File: src/rtl/memory_stage_pkg.sv
// Shared definitions for the MEM pipeline stage.
//   state_e            : access FSM encoding (IDLE / WAIT / DONE)
//   DATA_BASE_DEFAULT  : byte offset of the data segment within the ALU address space
//   MEM_ADDR_W_DEFAULT : word-address width presented to data memory
//   WB_REG_W           : MEM/WB register width {wb, memRead, aluResult, memoryData, destination}
package memory_stage_pkg;

    typedef enum logic [1:0] {
        ST_IDLE = 2'd0,
        ST_WAIT = 2'd1,
        ST_DONE = 2'd2
    } state_e;

    localparam int DATA_BASE_DEFAULT  = 1024;
    localparam int MEM_ADDR_W_DEFAULT = 16;
    localparam int WB_REG_W           = 1 * 2 + 32 * 2 + 4;

endpackage

File: src/rtl/memory_stage_if.sv
// Data-memory req/ack bus between the MEM stage (master) and the data memory (slave).
//   memReq   : request, held high until memAck
//   memWe    : 1 = write, 0 = read; valid while memReq
//   memAddr  : word address; valid while memReq
//   memWdata : store data; valid while memReq
//   memAck   : single-cycle completion pulse from memory
//   memRdata : load data; valid in the memAck cycle
interface memory_stage_if #(
    parameter int MEM_ADDR_W = memory_stage_pkg::MEM_ADDR_W_DEFAULT
) ();
    logic                  memReq;
    logic                  memWe;
    logic [MEM_ADDR_W-1:0] memAddr;
    logic [31:0]           memWdata;
    logic                  memAck;
    logic [31:0]           memRdata;

    modport master (
        output memReq, memWe, memAddr, memWdata,
        input  memAck, memRdata
    );

    modport slave (
        input  memReq, memWe, memAddr, memWdata,
        output memAck, memRdata
    );
endinterface

File: src/rtl/memory_stage_reg.sv
// Generic load-enabled register used as the MEM/WB pipeline register.
//   clk  : clock
//   rst  : asynchronous active-low reset, clears the register
//   ld_i : load enable
//   d_i  : next value
//   q_o  : registered value
module memory_stage_reg #(
    parameter int WIDTH = 70
) (
    input  logic             clk,
    input  logic             rst,
    input  logic             ld_i,
    input  logic [WIDTH-1:0] d_i,
    output logic [WIDTH-1:0] q_o
);
    always_ff @(posedge clk or negedge rst) begin
        if (!rst) begin
            q_o <= '0;
        end else if (ld_i) begin
            q_o <= d_i;
        end
    end
endmodule

File: src/rtl/memory_stage.sv
// MEM stage: issues loads/stores on a variable-latency req/ack data memory,
// freezes the upstream pipeline while an access is outstanding and registers
// the MEM/WB outputs (bubble while frozen).
//   clk, rst (async active-low)
//   writebackEnabledIn/memoryReadEnabledIn/memoryWriteEnabledIn/aluResultIn/valRmIn/destinationIn : EX/MEM
//   mem      : data-memory bus (master side)
//   freeze   : stall IF/ID/EX and the EX/MEM register
//   writebackEnabled/memoryReadEnabled/aluResult/memoryData/destination : MEM/WB register
//
// state   | meaning
// IDLE    | no access outstanding; an access request is issued combinationally
// WAIT    | request held, waiting for memAck
// DONE    | access complete, result loads into MEM/WB, EX/MEM advances
module memory_stage
    import memory_stage_pkg::*;
#(
    parameter int DATA_BASE  = DATA_BASE_DEFAULT,
    parameter int MEM_ADDR_W = MEM_ADDR_W_DEFAULT
) (
    input  logic                 clk,
    input  logic                 rst,
    input  logic                 writebackEnabledIn,
    input  logic                 memoryReadEnabledIn,
    input  logic                 memoryWriteEnabledIn,
    input  logic [31:0]          aluResultIn,
    input  logic [31:0]          valRmIn,
    input  logic [3:0]           destinationIn,
    memory_stage_if.master       mem,
    output logic                 freeze,
    output logic                 writebackEnabled,
    output logic                 memoryReadEnabled,
    output logic [31:0]          aluResult,
    output logic [31:0]          memoryData,
    output logic [3:0]           destination
);
    state_e                state_q, state_d;
    logic                  access;
    logic                  issue;
    logic                  waiting;
    logic [31:0]           offs;
    logic [MEM_ADDR_W-1:0] addr_xl;
    logic                  unused_offs_bits;
    logic [MEM_ADDR_W-1:0] addr_q;
    logic                  we_q;
    logic [31:0]           wdata_q;
    logic [31:0]           rdata_q;
    logic                  is_load;
    logic [WB_REG_W-1:0]   wb_d, wb_q;

    assign access  = memoryReadEnabledIn | memoryWriteEnabledIn;
    assign is_load = memoryReadEnabledIn & ~memoryWriteEnabledIn;

    // Byte offset into the data segment; word address wraps at MEM_ADDR_W bits.
    assign offs             = aluResultIn - 32'(DATA_BASE);
    assign addr_xl          = offs[MEM_ADDR_W+1:2];
    assign unused_offs_bits = ^{offs[31:MEM_ADDR_W+2], offs[1:0]};

    always_comb begin
        state_d = state_q;
        issue   = 1'b0;
        waiting = 1'b0;
        case (state_q)
            ST_IDLE: begin
                // Gated by rst so an asserted reset drops memReq even if EX/MEM still shows an access.
                if (access && rst) begin
                    issue   = 1'b1;
                    state_d = ST_WAIT;
                end
            end
            ST_WAIT: begin
                waiting = 1'b1;
                if (mem.memAck) begin
                    state_d = ST_DONE;
                end
            end
            ST_DONE: state_d = ST_IDLE;
            default: state_d = ST_IDLE;
        endcase
    end

    always_ff @(posedge clk or negedge rst) begin
        if (!rst) begin
            state_q <= ST_IDLE;
            addr_q  <= '0;
            we_q    <= 1'b0;
            wdata_q <= '0;
            rdata_q <= '0;
        end else begin
            state_q <= state_d;
            if (issue) begin
                addr_q  <= addr_xl;
                we_q    <= memoryWriteEnabledIn;
                wdata_q <= valRmIn;
            end
            if (waiting && mem.memAck) begin
                rdata_q <= mem.memRdata;
            end
        end
    end

    // The request goes out in the IDLE decision cycle straight from EX/MEM, then from the held copy.
    assign mem.memReq   = issue | waiting;
    assign mem.memAddr  = issue ? addr_xl : addr_q;
    assign mem.memWe    = issue ? memoryWriteEnabledIn : we_q;
    assign mem.memWdata = issue ? valRmIn : wdata_q;
    assign freeze       = issue | waiting;

    always_comb begin
        wb_d = {writebackEnabledIn, memoryReadEnabledIn, aluResultIn,
                (is_load ? rdata_q : 32'h0), destinationIn};
        if (freeze) begin
            wb_d = {2'b00, wb_q[WB_REG_W-3:0]};
        end
    end

    memory_stage_reg #(.WIDTH(WB_REG_W)) u_mem_wb (
        .clk  (clk),
        .rst  (rst),
        .ld_i (1'b1),
        .d_i  (wb_d),
        .q_o  (wb_q)
    );

    assign writebackEnabled  = wb_q[69];
    assign memoryReadEnabled = wb_q[68];
    assign aluResult         = wb_q[67:36];
    assign memoryData        = wb_q[35:4];
    assign destination       = wb_q[3:0];
endmodule
File: src/flat_wrapper.sv
// flat-port wrapper written by rule: the top's interface ports become plain ports
module memory_stage_flat import memory_stage_pkg::*;
#(
    parameter int DATA_BASE  = DATA_BASE_DEFAULT,
    parameter int MEM_ADDR_W = MEM_ADDR_W_DEFAULT
)
  (clk, rst, writebackEnabledIn, memoryReadEnabledIn, memoryWriteEnabledIn, aluResultIn, valRmIn, destinationIn, freeze, writebackEnabled, memoryReadEnabled, aluResult, memoryData, destination, mem_memReq, mem_memWe, mem_memAddr, mem_memWdata, mem_memAck, mem_memRdata);
  memory_stage_if #(.MEM_ADDR_W(MEM_ADDR_W)) mem_i ();
  input  logic clk;
  input  logic rst;
  input  logic writebackEnabledIn;
  input  logic memoryReadEnabledIn;
  input  logic memoryWriteEnabledIn;
  input  logic [31:0] aluResultIn;
  input  logic [31:0] valRmIn;
  input  logic [3:0] destinationIn;
  output logic freeze;
  output logic writebackEnabled;
  output logic memoryReadEnabled;
  output logic [31:0] aluResult;
  output logic [31:0] memoryData;
  output logic [3:0] destination;
  output wire logic [$bits(mem_i.memReq)-1:0] mem_memReq;
  output wire logic [$bits(mem_i.memWe)-1:0] mem_memWe;
  output wire logic [$bits(mem_i.memAddr)-1:0] mem_memAddr;
  output wire logic [$bits(mem_i.memWdata)-1:0] mem_memWdata;
  input wire logic [$bits(mem_i.memAck)-1:0] mem_memAck;
  input wire logic [$bits(mem_i.memRdata)-1:0] mem_memRdata;
  assign mem_memReq = mem_i.memReq;
  assign mem_memWe = mem_i.memWe;
  assign mem_memAddr = mem_i.memAddr;
  assign mem_memWdata = mem_i.memWdata;
  assign mem_i.memAck = mem_memAck;
  assign mem_i.memRdata = mem_memRdata;
  memory_stage #(.DATA_BASE(DATA_BASE), .MEM_ADDR_W(MEM_ADDR_W)) u_core (.clk(clk), .rst(rst), .writebackEnabledIn(writebackEnabledIn), .memoryReadEnabledIn(memoryReadEnabledIn), .memoryWriteEnabledIn(memoryWriteEnabledIn), .aluResultIn(aluResultIn), .valRmIn(valRmIn), .destinationIn(destinationIn), .mem(mem_i), .freeze(freeze), .writebackEnabled(writebackEnabled), .memoryReadEnabled(memoryReadEnabled), .aluResult(aluResult), .memoryData(memoryData), .destination(destination));
endmodule
File: config.mk
export PLATFORM = sky130hd
export DESIGN_NAME = memory_stage_flat
export DESIGN_NICKNAME = d
export VERILOG_FILES = /design/src/rtl/memory_stage_pkg.sv /design/src/rtl/memory_stage_if.sv /design/src/rtl/memory_stage_reg.sv /design/src/rtl/memory_stage.sv /design/src/flat_wrapper.sv
export SDC_FILE = /design/constraint.sdc
export NUM_CORES = 1
export LEC_CHECK = 0
export CAP_MARGIN = 20
export CELL_PAD_IN_SITES_DETAIL_PLACEMENT = 1
export CELL_PAD_IN_SITES_GLOBAL_PLACEMENT = 2
export CORE_MARGIN = 2
export CORE_UTILIZATION = 31
export CTS_BUF_LIST = sky130_fd_sc_hd__clkbuf_16
export CTS_CLUSTER_SIZE = 16
export DETAILED_ROUTE_END_ITERATION = 8
export GPL_ROUTABILITY_DRIVEN = 0
export GPL_TIMING_DRIVEN = 0
export PLACE_DENSITY = 0.91
export RECOVER_POWER = 50
export SKIP_CTS_REPAIR_TIMING = 1
export SYNTH_ARGS = -nofsm -noshare
export SYNTH_HDL_FRONTEND = slang
export SYNTH_SLANG_ARGS = --single-unit
File: constraint.sdc
create_clock -name clk -period 3.9 [get_ports clk]
set_input_delay 0.78 -clock clk [delete_from_list [all_inputs] [get_ports clk]]
set_output_delay 0.78 -clock clk [all_outputs]
set_load 0.02 [all_outputs]
Yosys cells after proc, flatten, opt, wreduce, memory -nomap -nowiden

Index checks and enable logic that the tools add are counted.

Add/sub/neg operators: 1
Multiply operators: 0
Div/mod/pow operators: 0
$lt $le $gt $ge: 0
Equal/unequal tests: 3
Shift-type cells: 0
Mux-type cells: 11
Bitwise gates (word level): 4
Reduce and logical (&&, ||, !) cells: 4

Operators by type and width:

| cell                                                                     | count |
|---|---|
| 70-bit 2-to-1 mux                                                        | 1 |
| 32-bit 2-to-1 mux                                                        | 2 |
| 18-bit by 11-bit subtractor with 18-bit output (second input constant)   | 1 |
| 16-bit 2-to-1 mux                                                        | 1 |
| 1-bit 2-to-1 mux                                                         | 4 |
| 2-bit 2-to-1 mux                                                         | 2 |
| 2-bit one-hot mux with 2 select lines                                    | 1 |
| 2-bit by 1-bit equality test with 1-bit output (second input constant)   | 1 |
| 1-bit logical AND                                                        | 2 |
| 2-bit zero test                                                          | 1 |
| 2-bit by 1-bit inequality test with 1-bit output (second input constant) | 1 |
| 2-bit inequality test (second input constant)                            | 1 |
| 1-bit bitwise OR                                                         | 2 |
| 2-bit AND reduction                                                      | 1 |
| 1-bit AND                                                                | 1 |
| 1-bit NOT                                                                | 1 |

Flip-flop bits (word level): 153
Latch bits: 0
Bits in writable memories: 0
ROM bits: 0
Input bits: 106
Output and inout bits: 121
Logic and storage cells: 30
Memories: 0

Longest topological paths before layout

Gate-level depths: netlist (run 1).

Word-level depth: 6
Mapped depth: 7
Gate-level depth less buffers: 5

Cells and area by module

From an unflattened synthesis (run 1), not the netlist that was laid out.

Cells, all modules: 505
Area total of the unflattened synthesis: 7,425.9 sq um

Modules (own cells, without submodules):

| module           | instances | cells an instance | area each (sq um) | sequential area each (sq um) |
|---|---|---|---|---|
| memory_stage     | 1         | 357               | 4,471.8           | 2,077.0 |
| memory_stage_reg | 1         | 148               | 2,954.1           | 1,751.7 |

Least setup slack after synthesis (run 1)

Ideal clock, no wire load.

Kind: input-to-output
Start: input port aluResultIn[13]
End: output port mem_memAddr[14]
Data arrival time: 2.050 ns
Data required time: 3.120 ns
Slack: 1.070 ns
Stages: 3
Buffers on the path: 0
Cells stage by stage: or4_4 or3_1 a31oi_1

Cells in the longest elaborated chain, start to end: 2

RTL lines:

| what                                           | RTL line            | RTL |
|---|---|---|
| start: declaration                             | flat_wrapper.sv:14  | `input logic [31:0] aluResultIn;` |
| 18-bit by 11-bit subtractor with 18-bit output | memory_stage.sv:54  | `assign offs = aluResultIn - 32'(DATA_BASE);` |
| 16-bit 2-to-1 mux                              | memory_stage.sv:103 | `assign mem.memAddr = issue ? addr_xl : addr_q;` |
| end: declaration                               | flat_wrapper.sv:25  | `output wire logic [$bits(mem_i.memAddr)-1:0] mem_memAddr;` |

No other way between the ends.

Worst setup path in the final report (run 1)

Start: input port memoryWriteEnabledIn
End: output port mem_memAddr[1]

Cells in the longest elaborated chain, start to end: 5

RTL lines:

| what               | RTL line            | RTL |
|---|---|---|
| start: declaration | flat_wrapper.sv:13  | `input logic memoryWriteEnabledIn;` |
| 1-bit bitwise OR   | memory_stage.sv:50  | `assign access = memoryReadEnabledIn \| memoryWriteEnabledIn;` |
| 1-bit logical AND  | memory_stage.sv:65  | `if (access && rst) begin` |
| 1-bit 2-to-1 mux   | memory_stage.sv:65  |  |
| 1-bit 2-to-1 mux   | memory_stage.sv:62  | `case (state_q)` |
| 16-bit 2-to-1 mux  | memory_stage.sv:103 |  |

No other way between the ends.

==> impl_metrics.py, run 1 <==
metrics = {
    "worst_setup_path": {
        "cp_cell_sequence": "clkdlybuf4s50_1, o21a_1, buf_2, nand2_2, clkbuf_4, mux2_2, clkdlybuf4s50_1",
        "slowest_delay_ns": 0.58,
        "r2r_slack_ns": 2.01,
        "cp-end-kind": "primary output",
        "reg2reg_from": "u_core.state_q[0]",
        "critical_path_class": "in -> out",
        "reg2reg_depth": 4,
        "cpMostUsedCell": "clkdlybuf4s50_1",
        "crit_fanout": 10,
        "crit_slowest_cell": "clkdlybuf4s50_1",
        "cp-start-kind": "input pin",
        "r2r_end": "u_core.u_mem_wb.q_o[64]",
        "worstPathRequired_ns": 3.12,
        "worstPathArrival_ns": 3.01,
    },
    "die": {
        "core_um2": 19300,
        "core.rowCount": 51,
        "die_x_um": 144,
        "design.die.area_um2": 20600,
        "fp.dieH_um": 144,
        "ios": 227,
        "start_util_pct": 31.3,
    },
    "outcome": {
        "failed_checks": "capacitance limit, slew limit",
        "status": "finished, violations left",
    },
    "clock_network": {
        "cts_sinks": 153,
        "cts-buffers-inserted": 17,
        "ctsLongestPathBuffers": 2,
        "cts_tree": "built",
        "cts_root_buf": "clkbuf_16",
        "clkTransAtPathRegs_ns": 0.06,
        "cts.htree.levels": 4,
        "clk_latency_ns": 0.41,
    },
    "routing": {
        "dr.pass1.iters": 4,
        "vias": 4171,
        "viasPerCell": 4.40,
        "drcViolationCount": 0,
        "drtIter0Drc": 85,
        "drt-total-wl_um": 16200,
        "ant_nets": 0,
        "wire_per_inst_um": 17.1,
    },
    "grt": {
        "grt_pass1_vias": 4749,
        "track_usage_pct": 16.0,
        "antenna_found_initial": 0,
        "grt_pass1_wl_um": 25400,
        "grt_max_degree": 83,
        "overflow": 0,
    },
    "timing": {
        "timing.hold.ws_ns": 0.249,
        "fin_setup_tns_ns": 0,
        "final-setup-viol-count": 0,
        "clock_skew_ns": 0.00840,
        "maxSlewViolCount": 83,
        "slew_headroom_pct": -35.9,
        "final_hold_viol_count": 0,
        "final.min_clock_period_ns": 3.79,
        "fmax_mhz": 264,
        "period_share_pct": 97.1,
        "tightest_slew_ns": 2.04,
        "grt_setup_unrepaired": "no",
    },
    "synth": {
        "synthTopCellsByCount": "dfrtp_1, mux2_2, inv_1, nand2_1, mux2i_1",
        "synth_top_cell_by_area": "dfrtp_1",
        "netlist_area_um2": 6040,
        "synth_top_flop_cell": "dfrtp_1",
        "syn_inst": 425,
        "synth_top_cell_area_share_pct": 63.4,
        "yosys_warnings": 0,
        "ys_seq_elements": 153,
        "synth-async-reset-ratio_pct": 100,
        "synth.most_common_cell": "dfrtp_1",
        "syn_nets": 532,
        "syn_avg_cell_area_um2": 14.2,
        "ys_seq_area_share_pct": 63.4,
        "synthTopCellsByArea": "dfrtp_1, mux2_2, mux2i_1",
        "synth_edf_count": 0,
        "synth_cell_types": 29,
    },
    "power_and_ir_drop": {
        "peakVddDrop_mv": 0.277,
        "p_leak_nw": 3.93,
        "p_per_area_nw_per_um2": 620,
    },
    "placement": {
        "dp_cells": 917,
        "place_area_um2": 8660,
        "dp.final_hpwl_um": 11900,
        "io_buffers": 226,
    },
    "cells_and_area": {
        "antenna_cells": 0,
        "final_util_pct": 48.0,
        "drive_above_1_share_pct": 22.3,
        "final_cell_count_no_fill": 947,
        "syn2layout_area_growth_pct": 53.3,
        "postLayoutCellArea_um2": 9260,
        "final_nets": 778,
    },
    "job": {
        "maxCapViolCount": 1,
    },
    "hold_path": {
        "min_path_type": "in -> async",
    },
}
-- final cells by class --
type,count,area [µm²]
plain buffers,22,140
clock buffers,17,425
clock inverters,13,180
fillers,1985,10000
inverters,37,139
multi-input cells,213,1930
flip-flops and latches,153,3830
well taps,265,332
repair buffers,227,2280
-- stage by stage --
stage	power [mW]	worst slack, ns
after global routing	6.04	0.00842
after floorplan	3.14	1.07
after CTS	5.84	-0.115
after detailed placement	4.09	-0.115
after global placement	4.00	-5.12
final	5.74	0.114
-- power breakdown --
group	switching (mW)	internal, mW	total (mW)
registers	0.184	2.00	2.19
logic	0.878	0.963	1.84
clock network	0.652	1.06	1.71
total	1.71	4.03	5.74
-- per-layer routing --
| layer | share of wire, % | vias up | GRT usage, % |
|---|---|---|---|
| met5 | 0 | - | 0 |
| met2 | 53 | 129 | 28.9 |
| met4 | 1.3 | 0 | 5.37 |
| met1 | 39 | 2107 | 18.3 |
| li1 | - | 1918 | - |
| met3 | 6.4 | 17 | 4.33 |
-- flip-flops by register name, indices dropped and copies added, names as in the netlist --
signal,count
u_core.u_mem_wb.q_o,70
u_core.rdata_q,32
u_core.wdata_q,32
u_core.addr_q,16
u_core.state_q,2
u_core.we_q,1
-- how the worst max path moves through the flow --
stage	cells past startpoint	start	slack [ns]	endpoint
floorplan	3	aluResultIn[13]	1.07	mem_memAddr[14]
global placement	7	rst	-5.12	mem_memAddr[1]
detailed placement	7	rst	-0.11	mem_memAddr[1]
CTS	7	rst	-0.11	mem_memAddr[1]
global route	5	aluResultIn[12]	0.008	mem_memAddr[13]
finish	7	memoryWriteEnabledIn	0.11	mem_memAddr[1]
-- worst max-delay path: cells and delay by family --
family                 cells  cell delay [ns]
buffers and inverters      4             1.48
AO/OA/AOI/OAI              1             0.19
multiplexers               1             0.37
AND/OR/NAND/NOR            1             0.18
-- cell usage in the layout (no fill, tap or decap), drive strengths merged --
cell           count
a21oi             12
a31oi              3
and2               3
buf               10
bufinv             4
clkbuf            31
clkdlybuf4s50    222
clkinv             4
clkinvlp           3
dfrtp            153
dlygate4sd3        2
dlymetal6s2s       1
ha                 1
inv               39
mux2             110
mux2i             32
nand2             33
nand3b             1
nand4b             1
nor2               2
nor2b              1
nor3               1
nor3b              1
o21a               1
o21ai              1
o21bai             1
o31ai              1
o41ai              1
or3                2
or4                2
xnor2              3
-- logic make-up after synthesis --
| family | synth area share (%) |
|---|---|
| and+or+nand+nor | 3.62 |
| buffers and inverters | 4.64 |
| adders and majority gates | 0.207 |
| AOI/OAI and AO/OA | 1.91 |
| muxes | 25.8 |
| DFF | 63.4 |
| xor gates and xnor gates | 0.435 |
Power figures use the tool's default switching activity.
==> run 2, diff against run 1 <==
Settings changed: MAX_ROUTING_LAYER set to met4.
==> impl_metrics.py, run 2 (synthesized netlist as in run 1, its figures left out) <==
metrics = {
    "grt": {
        "grt_max_degree": 83,
        "overflow": 0,
        "top_usage_layer": "met2",
        "grt_pass1_wl_um": 25400,
        "track_usage_pct": 16.5,
        "grt.met1_usage_pct": 18.7,
        "grt_pass1_vias": 4751,
        "antenna_found_initial": 0,
        "gr-usage-met2_pct": 28.8,
        "use_met3_pct": 3.83,
    },
    "cells_and_area": {
        "postLayoutCellArea_um2": 9260,
        "top_register": "u_core.u_mem_wb.q_o",
        "final_nets": 778,
        "final_common_cell": "clkdlybuf4s50_1",
        "largest_reg_flops": 70,
        "antenna_cells": 0,
        "top_regs": "u_core.u_mem_wb.q_o x70, u_core.rdata_q x32, u_core.wdata_q x32",
        "syn2layout_area_growth_pct": 53.3,
        "final_cell_mix": "clkdlybuf4s50_1, dfrtp_1, mux2_2",
        "drive_above_1_share_pct": 22.3,
    },
    "hold_path": {
        "min_path_type": "in -> async",
    },
    "timing": {
        "final_hold_viol_count": 0,
        "tightest_slew_ns": 2.04,
        "period_share_pct": 97.1,
        "fmax_mhz": 264,
        "grt_setup_unrepaired": "no",
        "layout_setup_ws_ns": 0.114,
        "final.min_clock_period_ns": 3.79,
        "clock_skew_ns": 0.0102,
        "maxSlewViolCount": 83,
        "final-setup-viol-count": 0,
        "slew_headroom_pct": -35.8,
    },
    "worst_setup_path": {
        "crit_end": "mem_memAddr[1]",
        "worstPathArrival_ns": 3.01,
        "crit_fanout": 10,
        "reg2reg_depth": 4,
        "cp-start-kind": "input pin",
        "cp-end-kind": "primary output",
        "critical_path_class": "in -> out",
        "worstSetupStartpoint": "memoryWriteEnabledIn",
        "worstPathRequired_ns": 3.12,
        "r2r_end": "u_core.u_mem_wb.q_o[64]",
        "r2r_slack_ns": 2.01,
        "reg2reg_from": "u_core.state_q[0]",
    },
    "outcome": {
        "status": "finished, violations left",
        "failed_checks": "capacitance limit, slew limit",
    },
    "die": {
        "design.die.area_um2": 20600,
        "fp.dieH_um": 144,
        "core_um2": 19300,
        "ios": 227,
        "start_util_pct": 31.3,
        "core.rowCount": 51,
        "die_x_um": 144,
    },
    "routing": {
        "wire_per_inst_um": 17.1,
        "ant_nets": 0,
        "dr.pass1.iters": 4,
        "drt-total-wl_um": 16200,
        "drcViolationCount": 0,
        "viasPerCell": 4.41,
        "vias": 4179,
        "drtIter0Drc": 88,
    },
    "power_and_ir_drop": {
        "p_per_area_nw_per_um2": 620,
        "p_leak_nw": 3.93,
        "report.power.total_mw": 5.74,
        "peakVddDrop_mv": 0.278,
    },
    "clock_network": {
        "cts-buffers-inserted": 17,
        "cts_sinks": 153,
        "cts_root_buf": "clkbuf_16",
        "cts.htree.levels": 4,
        "clk_latency_ns": 0.42,
        "cts_tree": "built",
        "clkTransAtPathRegs_ns": 0.07,
        "ctsLongestPathBuffers": 2,
    },
    "job": {
        "maxCapViolCount": 1,
    },
    "placement": {
        "place_area_um2": 8660,
        "place_ws_ns": -0.115,
        "io_buffers": 226,
        "dp.final_hpwl_um": 11900,
    },
}
## run 2: how the worst min path moves through the flow
stage	end	startpoint	cells after the start	slack (ns)
after floorplan	u_core.addr_q[0]	rst	0	0.48
after global routing	u_core.u_mem_wb.q_o[50]	rst	1	0.26
final	u_core.u_mem_wb.q_o[50]	rst	1	0.24
after detailed placement	u_core.wdata_q[12]	u_core.wdata_q[12]	1	0.48
after global placement	u_core.wdata_q[7]	u_core.wdata_q[7]	1	0.48
after CTS	u_core.u_mem_wb.q_o[50]	rst	1	0.38
## run 2: worst max-delay path, cell delays in order
cell and delay [ns]:
clkdlybuf4s50_1 0.45, o21a_1 0.19, buf_2 0.18, nand2_2 0.18, clkbuf_4 0.27, mux2_2 0.37
clkdlybuf4s50_1 0.58
## run 2: cell type report
type	count	area, µm²
well taps	265	332
clock inverters	13	180
flip-flops and latches	153	3830
inverters	37	139
fillers	1985	10000
clock buffers	17	425
repair buffers	227	2280
multi-input cells	213	1930
plain buffers	22	140
## run 2: per-layer routing
metal	vias up	share of wire, %
li1	1917	-
met3	16	5.8
met4	0	1.4
met2	131	53
met5	-	0
met1	2115	40
## run 2: metrics by stage
stage / setup TNS (ns) / hold slack, ns / utilization (%) / instances
after CTS: -2.50 / 0.385 / 48.1 / 947
after floorplan: 0 / 0.479 / - / 425
after detailed placement: -2.71 / 0.484 / 45.0 / 917
final: 0 / 0.244 / 48.0 / 947
after global placement: -1302.28 / 0.477 / 44.8 / 916
after global routing: 0 / 0.265 / 48.0 / 947
## run 2: power by group
part           internal, mW  switching, mW
registers              2.00          0.184
logic                 0.963          0.877
clock network          1.06          0.657
